==> src/rtl/layer_stream_sequencer.sv <==
// ---------------------------------------------------------------------------
// layer_stream_sequencer
//
// Purpose:
//   This block connects one fully-parallel neuron layer to the serial input of
//   the next layer. It collects the nn per-neuron results. Each result arrives
//   on its own in_valid pulse. Once every neuron has reported, the block
//   replays the results in order, one result per accepted beat, on an
//   x_valid / x_out stream.
//
// Ports:
//   clk           in   1               single clock, rising edge
//   rst           in   1               synchronous reset, active-low
//   in_valid      in   nn              per-neuron result-valid pulses
//   in_data_flat  in   nn*data_width   neuron i result at [i*data_width +: data_width]
//   out_ready     in   1               downstream accepts the current beat
//   x_valid       out  1               stream beat valid (registered)
//   x_out         out  data_width      stream beat data (registered)
//   busy          out  1               high while streaming (registered)
//   layer_done    out  1               one-cycle pulse after the final beat is accepted
//   overrun       out  1               sticky: a result arrived while streaming
// ---------------------------------------------------------------------------
module layer_stream_sequencer #(
    parameter int nn         = 30,
    parameter int data_width = 16
) (
    input  logic                       clk,
    input  logic                       rst,
    input  logic [nn-1:0]              in_valid,
    input  logic [nn*data_width-1:0]   in_data_flat,
    input  logic                       out_ready,
    output logic                       x_valid,
    output logic [data_width-1:0]      x_out,
    output logic                       busy,
    output logic                       layer_done,
    output logic                       overrun
);

    localparam int idx_w = (nn > 1) ? $clog2(nn) : 1;
    localparam logic [idx_w-1:0] last_idx = idx_w'(nn - 1);
    localparam logic [nn-1:0]    all_ones = {nn{1'b1}};

    typedef enum logic [0:0] {
        COLLECT = 1'b0,
        STREAM  = 1'b1
    } state_t;

    state_t                 state_r;
    state_t                 next_state_s;
    logic [nn-1:0]          got_r;
    logic [nn-1:0]          got_next_s;
    logic [idx_w-1:0]       idx_r;
    logic [idx_w-1:0]       idx_next_s;
    logic [idx_w-1:0]       idx_inc_s;
    logic                   x_valid_r;
    logic                   x_valid_next_s;
    logic [data_width-1:0]  x_out_r;
    logic [data_width-1:0]  x_out_next_s;
    logic                   busy_r;
    logic                   busy_next_s;
    logic                   layer_done_r;
    logic                   layer_done_next_s;
    logic                   overrun_r;
    logic                   overrun_next_s;
    logic [nn-1:0]          got_merged_s;
    logic [data_width-1:0]  first_elem_s;
    logic                   accept_s;

    // The result buffer needs no reset. Its contents are never read before a
    // full collection has overwritten every entry.
    logic [data_width-1:0]  buf_r [0:nn-1];

    assign x_valid    = x_valid_r;
    assign x_out      = x_out_r;
    assign busy       = busy_r;
    assign layer_done = layer_done_r;
    assign overrun    = overrun_r;

    // Capture the incoming neuron results into the buffer, but only while collecting.
    always_ff @(posedge clk) begin
        for (int i = 0; i < nn; i++) begin
            if ((state_r == COLLECT) && in_valid[i]) begin
                buf_r[i] <= in_data_flat[i*data_width +: data_width];
            end
        end
    end

    // Compute the next-state and next-output values for the sequencer FSM.
    always_comb begin
        next_state_s      = state_r;
        got_next_s        = got_r;
        idx_next_s        = idx_r;
        x_valid_next_s    = x_valid_r;
        x_out_next_s      = x_out_r;
        busy_next_s       = busy_r;
        layer_done_next_s = 1'b0;
        overrun_next_s    = overrun_r;
        got_merged_s      = got_r | in_valid;
        idx_inc_s         = idx_r + idx_w'(1);
        accept_s          = x_valid_r & out_ready;
        // Element 0 may arrive in the same cycle that completes the set. The
        // buffer write has not landed yet, so the input slice takes precedence.
        if (in_valid[0]) begin
            first_elem_s = in_data_flat[data_width-1:0];
        end else begin
            first_elem_s = buf_r[0];
        end

        case (state_r)
            COLLECT: begin
                if (got_merged_s == all_ones) begin
                    next_state_s   = STREAM;
                    got_next_s     = '0;
                    idx_next_s     = '0;
                    x_valid_next_s = 1'b1;
                    x_out_next_s   = first_elem_s;
                    busy_next_s    = 1'b1;
                end else begin
                    got_next_s     = got_merged_s;
                end
            end
            STREAM: begin
                // A result that arrives during playback is dropped. The error is recorded and stays set.
                if (|in_valid) begin
                    overrun_next_s = 1'b1;
                end else begin
                    overrun_next_s = overrun_r;
                end
                if (accept_s) begin
                    if (idx_r == last_idx) begin
                        next_state_s      = COLLECT;
                        idx_next_s        = '0;
                        x_valid_next_s    = 1'b0;
                        busy_next_s       = 1'b0;
                        layer_done_next_s = 1'b1;
                    end else begin
                        idx_next_s   = idx_inc_s;
                        x_out_next_s = buf_r[idx_inc_s];
                    end
                end else begin
                    // Stall: every stream register holds its value.
                    idx_next_s = idx_r;
                end
            end
            default: begin
                next_state_s   = COLLECT;
                got_next_s     = '0;
                idx_next_s     = '0;
                x_valid_next_s = 1'b0;
                busy_next_s    = 1'b0;
            end
        endcase
    end

    // Sequencer state and registered outputs, with a synchronous active-low reset.
    always_ff @(posedge clk) begin
        if (!rst) begin
            state_r      <= COLLECT;
            got_r        <= '0;
            idx_r        <= '0;
            x_valid_r    <= 1'b0;
            x_out_r      <= '0;
            busy_r       <= 1'b0;
            layer_done_r <= 1'b0;
            overrun_r    <= 1'b0;
        end else begin
            state_r      <= next_state_s;
            got_r        <= got_next_s;
            idx_r        <= idx_next_s;
            x_valid_r    <= x_valid_next_s;
            x_out_r      <= x_out_next_s;
            busy_r       <= busy_next_s;
            layer_done_r <= layer_done_next_s;
            overrun_r    <= overrun_next_s;
        end
    end

endmodule
==> config.mk <==
export PLATFORM = sky130hd
export DESIGN_NAME = layer_stream_sequencer
export DESIGN_NICKNAME = d
export VERILOG_FILES = /design/src/rtl/layer_stream_sequencer.sv
export SDC_FILE = /design/constraint.sdc
export NUM_CORES = 1
export LEC_CHECK = 0
export BUFFER_PORTS_ARGS = -buffer_cell sky130_fd_sc_hd__buf_2
export CORE_AREA = 2 2 213 215
export CTS_BUF_LIST = sky130_fd_sc_hd__clkbuf_16
export DETAILED_ROUTE_END_ITERATION = 10
export DIE_AREA = 0 0 215 217
export PLACE_DENSITY_LB_ADDON = 0.25
export SKIP_LAST_GASP = 1
export SYNTH_ARGS = -nofsm -noshare
export SYNTH_HDL_FRONTEND = slang
export SYNTH_SLANG_ARGS = --single-unit
==> constraint.sdc <==
create_clock -name clk -period 2.43 [get_ports clk]
set_input_delay 0.486 -clock clk [delete_from_list [all_inputs] [get_ports clk]]
set_output_delay 0.486 -clock clk [all_outputs]
set_load 0.02 [all_outputs]
==> metrics.yaml, run 1 <==
cp.required_ns: 2.92
synth_top_area_share_pct: 68.1
tritoncts: "yes"
critical-path-slowest-cell: "o32a_1"
dp_cells: 2336
seq_area_frac_synth_pct: 73.3
dieArea_sq_mm: 0.0467
fillers: 3447
avgSynthCellArea_sq_um: 17.8
wl_mm: 68.1
portBuffers: 532
clockBufferDepth: 3
placed_area_sq_mm: 0.0251
grt_start_max_net_pins: 31
hp-class: "input pin to flop"
final_antenna_net_count: 0
vias: 13500
power_density_mw_per_mm2: 751
fin_util_pct: 60.8
skew_ns: 0.0185
synthAdderAreaFrac_pct: 0.118
timing.final.crit_share_pct: 97.8
synth-simple-area-share_pct: 5.79
antenna_found_initial: 38
worst_slew_pin_slew_ns: 1.12
wl_per_cell_microns: 27.5
clock_latency_ns: 0.61
critical_path_class: "flop to flop"
vdd_drop_max_uv: 572
crit_buf_inv: 4
maxCapViolations: 0
max_clock_freq_mhz: 421
nets: 2321
io_pins: 533
slew_headroom_pct: 24.7
track_usage_pct: 29.2
cts_hold_buf: 0
grt_pass1_vias: 14100
die_h_microns: 217
seqPwrFrac_pct: 53.9
die_x_microns: 215
switching_power_mw: 4.36
whs_ns: 0.0452
vias_per_cell: 5.45
cts.sinks: 535
core_area_sq_mm: 0.0447
dp_hpwl_mm: 51.8
yosysUniqueCellTypes: 55
initial_core_util_pct: 47.3
rows: 78
finalHoldViolations: 0
htreeDepth: 2
synth_top_family_by_area: "multiplexers"
place_congestion: 0.893
yosysTopAreaCell: "edfxtp_1"
arrival_ns: 2.87
clkPwrFrac_pct: 39.9
synth_most_common_cell: "edfxtp_1"
drive_gt1_share_pct: 46.1
first_pass_iters: 7
path_cells: "buf_4 > inv_1 > ha_4 > buf_12 > buf_16 > mux2i_2 > a211oi_1 > o32a_1 > nand3_1 > a21boi_1"
cellLeakagePower_nw: 10.5
setup_ws_ns: 0.0533
cp-start-kind: "flop"
drtIter0Drc: 1301
overflow: 0
synth.ff_latch_count: 535
synthToLayoutAreaGrowth_pct: 28.3
synth-edff-count: 480
slowest_delay_ns: 0.44
switching_share_pct: 21.4
cp-end-kind: "flop"
critPathMaxFanout: 12
cts_buffers: 55
synth_compound_area_share_pct: 4.84
synthMuxAreaShare_pct: 13.6
syn-instance-count: 1189
synth_nets: 1704
dp_slack_ns: -0.161
synth_xor_area_share_pct: 0.237
p_int_mw: 16.0
async_flop_share_pct: 0
root_buffer: "clkbuf_16"
layout.cells.non_filler: 2476
combPwrFrac_pct: 6.1
total_power_mw: 20.4
status: "finished, final reports clean"
clk_pin_slew_worst_paths_ns: 0.06
period_minus_slack_ns: 2.38
tns_ns: 0
cp_top_family: "compound AO/OA/AOI/OAI gates"
drc: 0
synth_area_sq_mm: 0.0212
synth_common_cells: "edfxtp_1 (480), nor2_1 (107), mux4_2 (97)"
yosys_warnings: 0
postLayoutCellArea_sq_mm: 0.0272
setup_viol: 0
slew_violations: 0
synth_top_flop_cell: "edfxtp_1"
grt_pass1_wl_mm: 95.4
ys_top_cells_by_area: "edfxtp_1 (68%), mux4_2 (10%), dfxtp_1 (5.2%)"
[timing repair]
| item | CTS | global route |
|---|---|---|
| pin swaps | 1 | 1 |
| resized for setup | 5 | 12 |
| setup buffers | 4 | 7 |
| endpoints found under the setup margin | 13 | 14 |
| cloned | 0 | 2 |
| endpoints found under the hold margin | 0 | 0 |
[cells by family after synthesis]
| family | count (synthesis) |
|---|---|
| AOI/OAI and AO/OA | 143 |
| xor gates and xnor gates | 4 |
| adders and majority gates | 2 |
| buffers and inverters | 71 |
| DFF | 535 |
| muxes | 164 |
| and+or+nand+nor | 270 |
[layout make-up]
| class | instances | area [sq um] | area share [%] |
|---|---|---|---|
| Tap cell | 600 | 751 | 2.76 |
| Sequential cell | 535 | 15500 | 57.2 |
| Clock buffer | 57 | 1430 | 5.25 |
| Inverter | 2 | 7.51 | 0.0276 |
| Antenna cell | 25 | 62.6 | 0.230 |
| Timing Repair Buffer | 629 | 3710 | 13.7 |
| Clock inverter | 45 | 319 | 1.17 |
| Multi-Input combinational cell | 583 | 5360 | 19.7 |
[sequential cells by signal, summed over array words and instances (netlist names)]
register / flops
buf_r: 480
busy: 1
got_r: 30
idx_r: 5
layer_done: 1
overrun: 1
state_r: 1
x_out: 16
[path summary, 6_finish.rpt]
path / cells after the start / start / to / slack, ns
worst min-delay path: 1 / in_data_flat[357] / buf_r[22][5] / 0.05
worst max register to register: 10 / idx_r[1] / x_out[8] / 0.05
worst min register to register: 1 / overrun / overrun / 0.46
worst max-delay path: 10 / idx_r[1] / x_out[8] / 0.05
[worst reg2reg max path: stages (launching register included)]
cell and delay, ns:
dfxtp_1 0.34, buf_4 0.14, inv_1 0.07, ha_4 0.32, buf_12 0.16, buf_16 0.18, mux2i_2 0.27, a211oi_1 0.11
o32a_1 0.44, nand3_1 0.14, a21boi_1 0.08
[metal layers]
metal / GRT usage (%) / wire length, microns / up-vias
met5: 0 / 201 / -
met3: 9.11 / 6420 / 150
li1: - / - / 5990
met2: 47.0 / 32700 / 632
met4: 10.6 / 2250 / 32
met1: 37.6 / 26500 / 6700
[cell usage in the layout (no fill, tap or decap), types with 6 or more instances in the layout]
cell         n
nor2b_2     28
edfxtp_1   480
a21boi_1    10
o21a_1       6
buf_4       72
mux4_2      97
mux2i_2      7
mux2i_1     56
o21ai_0     17
dfxtp_1     53
nor2_1     107
o22a_1      13
nand3_1     30
clkbuf_16   59
diode_2     25
a21boi_0     7
a21oi_1     34
o22ai_1     15
buf_2      532
clkinv_1    14
o32a_1      13
buf_12      20
nor4_1       9
inv_1       17
nand2_1     71
a211oi_1    15
[power groups by stage]
stage               clock [mW]  combinational (mW)  sequential [mW]
CTS                       8.29                1.26             11.0
global placement             0                1.24             11.2
finish                    8.14                1.25             11.0
detailed placement           0                1.25             11.2
global route              8.64                1.33             11.1
floorplan                    0               0.461             11.1
Note: power is estimated with default switching activity, not from simulation.
==> inputs of run 2 (changes only) <==
Settings changed: REMOVE_ABC_BUFFERS from default to 1.
==> metrics.yaml, run 2 (synthesis results as in run 1) <==
status: "finished, final reports clean"
critical-path-slowest-cell: "mux2i_1"
die_h_microns: 217
cellLeakagePower_nw: 10.4
max_clock_freq_mhz: 416
setup_ws_ns: 0.0245
critPathMaxFanout: 16
multi_input_area_sq_mm: 0.00536
layout.cells.non_filler: 2440
vdd_drop_max_uv: 677
core_area_sq_mm: 0.0447
root_buffer: "clkbuf_16"
setup_viol: 0
total_power_mw: 20.4
cp-start-kind: "flop"
cp_common_cell: "buf_4"
dp_cells: 2317
hold_path_depth: 1
track_usage_pct: 28.9
slew_violations: 0
finalHoldViolations: 0
grt_start_max_net_pins: 57
final_cell_mix: "buf_2 (532), edfxtp_1 (480), nor2_1 (106), mux4_2 (97), nand2_1 (71)"
die_x_microns: 215
skew_ns: 0.0287
cp-end-kind: "flop"
seq_area_sq_mm: 0.0155
worst_slew_pin_slew_ns: 1.04
nets: 2292
wl_per_cell_microns: 27.9
cp.required_ns: 2.91
dp_hpwl_mm: 51.3
slowest_delay_ns: 0.42
largest_register: "buf_r"
cts_hold_buf: 0
first_pass_iters: 5
arrival_ns: 2.89
hp-class: "input pin to flop"
whs_ns: 0.0360
synthToLayoutAreaGrowth_pct: 26.7
cts.sinks: 535
grt_pass1_vias: 14100
maxCapViolations: 0
slew_headroom_pct: 30.2
place_congestion: 0.907
drc: 0
antenna_found_initial: 29
final_antenna_net_count: 0
fillers: 3488
tritoncts: "yes"
portBuffers: 532
layout_commonest_cell: "buf_2"
dieArea_sq_mm: 0.0467
critical_path_class: "flop to flop"
largest_reg_flops: 480
clk_pin_slew_worst_paths_ns: 0.07
clockBufferDepth: 3
htreeDepth: 2
period_minus_slack_ns: 2.41
wl_mm: 68.1
initial_core_util_pct: 47.3
overflow: 0
grt_setup_unrepaired: "true"
vias: 13600
drtIter0Drc: 1103
timing.final.crit_share_pct: 99.0
grt_pass1_wl_mm: 95.1
drive_gt1_share_pct: 45.8
rows: 78
vias_per_cell: 5.56
dp_slack_ns: -0.148
power_density_mw_per_mm2: 762
clock_latency_ns: 0.62
io_pins: 533
ff2ff_path_depth: 8
cts_buffers: 55
path_cells: "buf_4 > ha_4 > buf_12 > buf_4 > mux4_2 > mux2i_1 > a221o_1 > a21boi_1"
## run 2: cell types whose count changed in the layout (fill, tap and decap cells not counted), sizes merged
cell,delta
buf,-29
bufinv,+1
clkinv,+5
diode,-7
clkinvlp,+1
clkbuf,-2
inv,-5
## run 2: per-stage QoR
step           cell area, sq um  TNS, ns  utilization (%)
2_1_floorplan             20700  -109.79                -
3_3_place_gp              24900   -0.121             55.6
3_5_place_dp              24900   -0.248             55.6
4_1_cts                   26600        0             59.6
5_1_grt                   26800  -0.0470             60.0
6_report                  26800        0             60.0
## run 2: final timing paths
path                        end  slack (ns)              start
setup reg to reg      x_out[13]        0.02           idx_r[0]
hold / removal    buf_r[16][12]        0.04  in_data_flat[268]
setup / recovery      x_out[13]        0.02           idx_r[0]
hold reg to reg        got_r[2]        0.47           got_r[2]
## run 2: where the power goes
group	internal, mW	switching [mW]	leakage (nW)
Combinational	0.589	0.620	4.36
Clock	4.66	3.57	0.889
Sequential	10.8	0.219	5.15
## run 2: repair_timing
action | in CTS | in global routing
resized for setup | 2 | 15
endpoints found under the setup margin | 14 | 14
buffers inserted | 0 | 1
gates cloned | 0 | 2
hold endpoints to repair | 0 | 0
## run 2: layout make-up
class	instances	area share, %
flip-flops and latches	535	57.9
clock buffers	55	5.13
diodes	18	0.168
repair buffers	600	12.6
well taps	600	2.80
inverters	2	0.0280
clock inverters	47	1.44
multi-input cells	583	20.0
## run 2: routing by layer
metal / wire, microns / global-route usage [%] / up-vias
li1: - / - / 5924
met1: 26300 / 37.3 / 6795
met2: 32700 / 46.3 / 678
met3: 6030 / 7.46 / 142
met4: 2960 / 13.2 / 22
met5: 130 / 0 / -
## run 2: critical path: cells and delay by family, from the launching register on
| kind | cells | cell delay, ns |
|---|---|---|
| compound gates | 2 | 0.29 |
| fa+ha+maj | 1 | 0.34 |
| buf+inv | 3 | 0.56 |
| flops | 1 | 0.34 |
| mux | 2 | 0.72 |
==> inputs of run 3 (changes only) <==
Settings changed: CORE_AREA 2 2 213 215 to 2 2 206 208, DIE_AREA 0 0 215 217 to 0 0 208 210.
Clock period 2.43 ns to 3 ns, I/O delays scaled along.
==> metrics.yaml, run 3 (synthesis results as in run 1) <==
setup_viol: 0
grt_start_max_net_pins: 74
tritoncts: "yes"
cellLeakagePower_nw: 10.2
worst_slew_pin_slew_ns: 1.16
grt_pass1_vias: 13900
initial_core_util_pct: 51.0
hp-class: "input pin to flop"
largest_register: "buf_r"
cts_buffers: 53
arrival_ns: 3.27
drive_gt1_share_pct: 44.4
critPathMaxFanout: 73
hold_start: "in_data_flat[120]"
fin_util_pct: 63.6
wl_per_cell_microns: 28.4
period_minus_slack_ns: 2.72
portBuffers: 532
tns_ns: 0
cts.sinks: 535
root_buffer: "clkbuf_16"
slew_headroom_pct: 22.6
place_congestion: 0.904
ff2ff_setup_slack_ns: 0.28
drc: 0
top_layer: "met5"
placed_area_sq_mm: 0.0246
die_h_microns: 210
reg2reg_from: "idx_r[1]"
vias: 13500
final_antenna_net_count: 0
dp_cells: 2242
wl_met2_mm: 33.7
met1Wirelength_mm: 24.8
core_area_sq_mm: 0.0415
first_pass_iters: 7
final_cell_mix: "buf_2 (532), edfxtp_1 (480), nor2_1 (107), mux4_2 (97), nand2_1 (71)"
dp_hpwl_mm: 50.4
clock_latency_ns: 0.61
vdd_drop_max_uv: 592
whs_ns: 0.159
layout.cells.non_filler: 2359
cts_resized: 0
reg2reg_to: "x_out[10]"
worstSetupEndpoint: "x_out[10]"
dp_slack_ns: 0.281
startpoint: "idx_r[1]"
postLayoutCellArea_sq_mm: 0.0264
wl_mm: 67.1
drtIter0Drc: 1136
wl_met3_mm: 6.17
io_pins: 533
status: "finished, final reports clean"
clockBufferDepth: 3
cp-start-kind: "flop"
skew_ns: 0.0281
maxCapViolations: 0
timing.final.crit_share_pct: 90.8
cts_hold_buf: 0
cp-end-kind: "flop"
overflow: 0
die_x_microns: 208
multi_input_area_sq_mm: 0.00531
vias_per_cell: 5.72
cp.required_ns: 3.54
seq_area_sq_mm: 0.0155
critical_path_class: "flop to flop"
slew_violations: 0
post-cts-setup-buffer-count: 0
htreeDepth: 2
grt_pass1_wl_mm: 94.5
total_power_mw: 16.4
track_usage_pct: 30.7
layout_commonest_cell: "buf_2"
largest_reg_flops: 480
setup_ws_ns: 0.277
rows: 75
finalHoldViolations: 0
power_density_mw_per_mm2: 621
grt_setup_unrepaired: "false"
synthToLayoutAreaGrowth_pct: 24.6
dieArea_sq_mm: 0.0437
fillers: 3054
antenna_found_initial: 30
clk_pin_slew_worst_paths_ns: 0.06
max_clock_freq_mhz: 367
nets: 2273
ff2ff_path_depth: 9
-- run 3: worst min path at each step --
stage                             end  cells past startpoint  slack [ns]
final                     buf_r[7][8]                      1        0.16
after CTS                 buf_r[7][8]                      1        0.13
after global routing      buf_r[3][8]                      1        0.15
after floorplan             got_r[10]                      2        0.44
after global placement      got_r[25]                      2        0.45
after detailed placement      overrun                      1        0.46
-- run 3: routing by layer --
layer | track usage, % | vias up
met5 | 0 | -
met4 | 10.5 | 28
met3 | 7.21 | 132
met2 | 51.8 | 762
met1 | 39.4 | 6694
li1 | - | 5880
-- run 3: critical path: stages, from the launching register on --
cell and delay [ns]:
dfxtp_1 0.43, ha_1 0.37, buf_4 0.22, xnor2_4 0.16, buf_12 0.31, nor2_1 0.08, a211oi_1 0.54, o32a_1 0.25
nand3_1 0.08, a21boi_1 0.15
-- run 3: report_power, final --
part / switching [mW] / total, mW / internal, mW
sequential: 0.164 / 8.90 / 8.73
clock: 2.77 / 6.49 / 3.72
combinational: 0.513 / 0.983 / 0.470
total: 3.45 / 16.4 / 12.9
-- run 3: final cells by class --
| type | count | area share, % |
|---|---|---|
| well taps | 539 | 2.56 |
| repair buffers | 583 | 11.9 |
| clock buffers | 53 | 5.03 |
| inverters | 2 | 0.0285 |
| flip-flops and latches | 535 | 58.9 |
| diodes | 21 | 0.199 |
| clock inverters | 43 | 1.33 |
| multi-input cells | 583 | 20.1 |
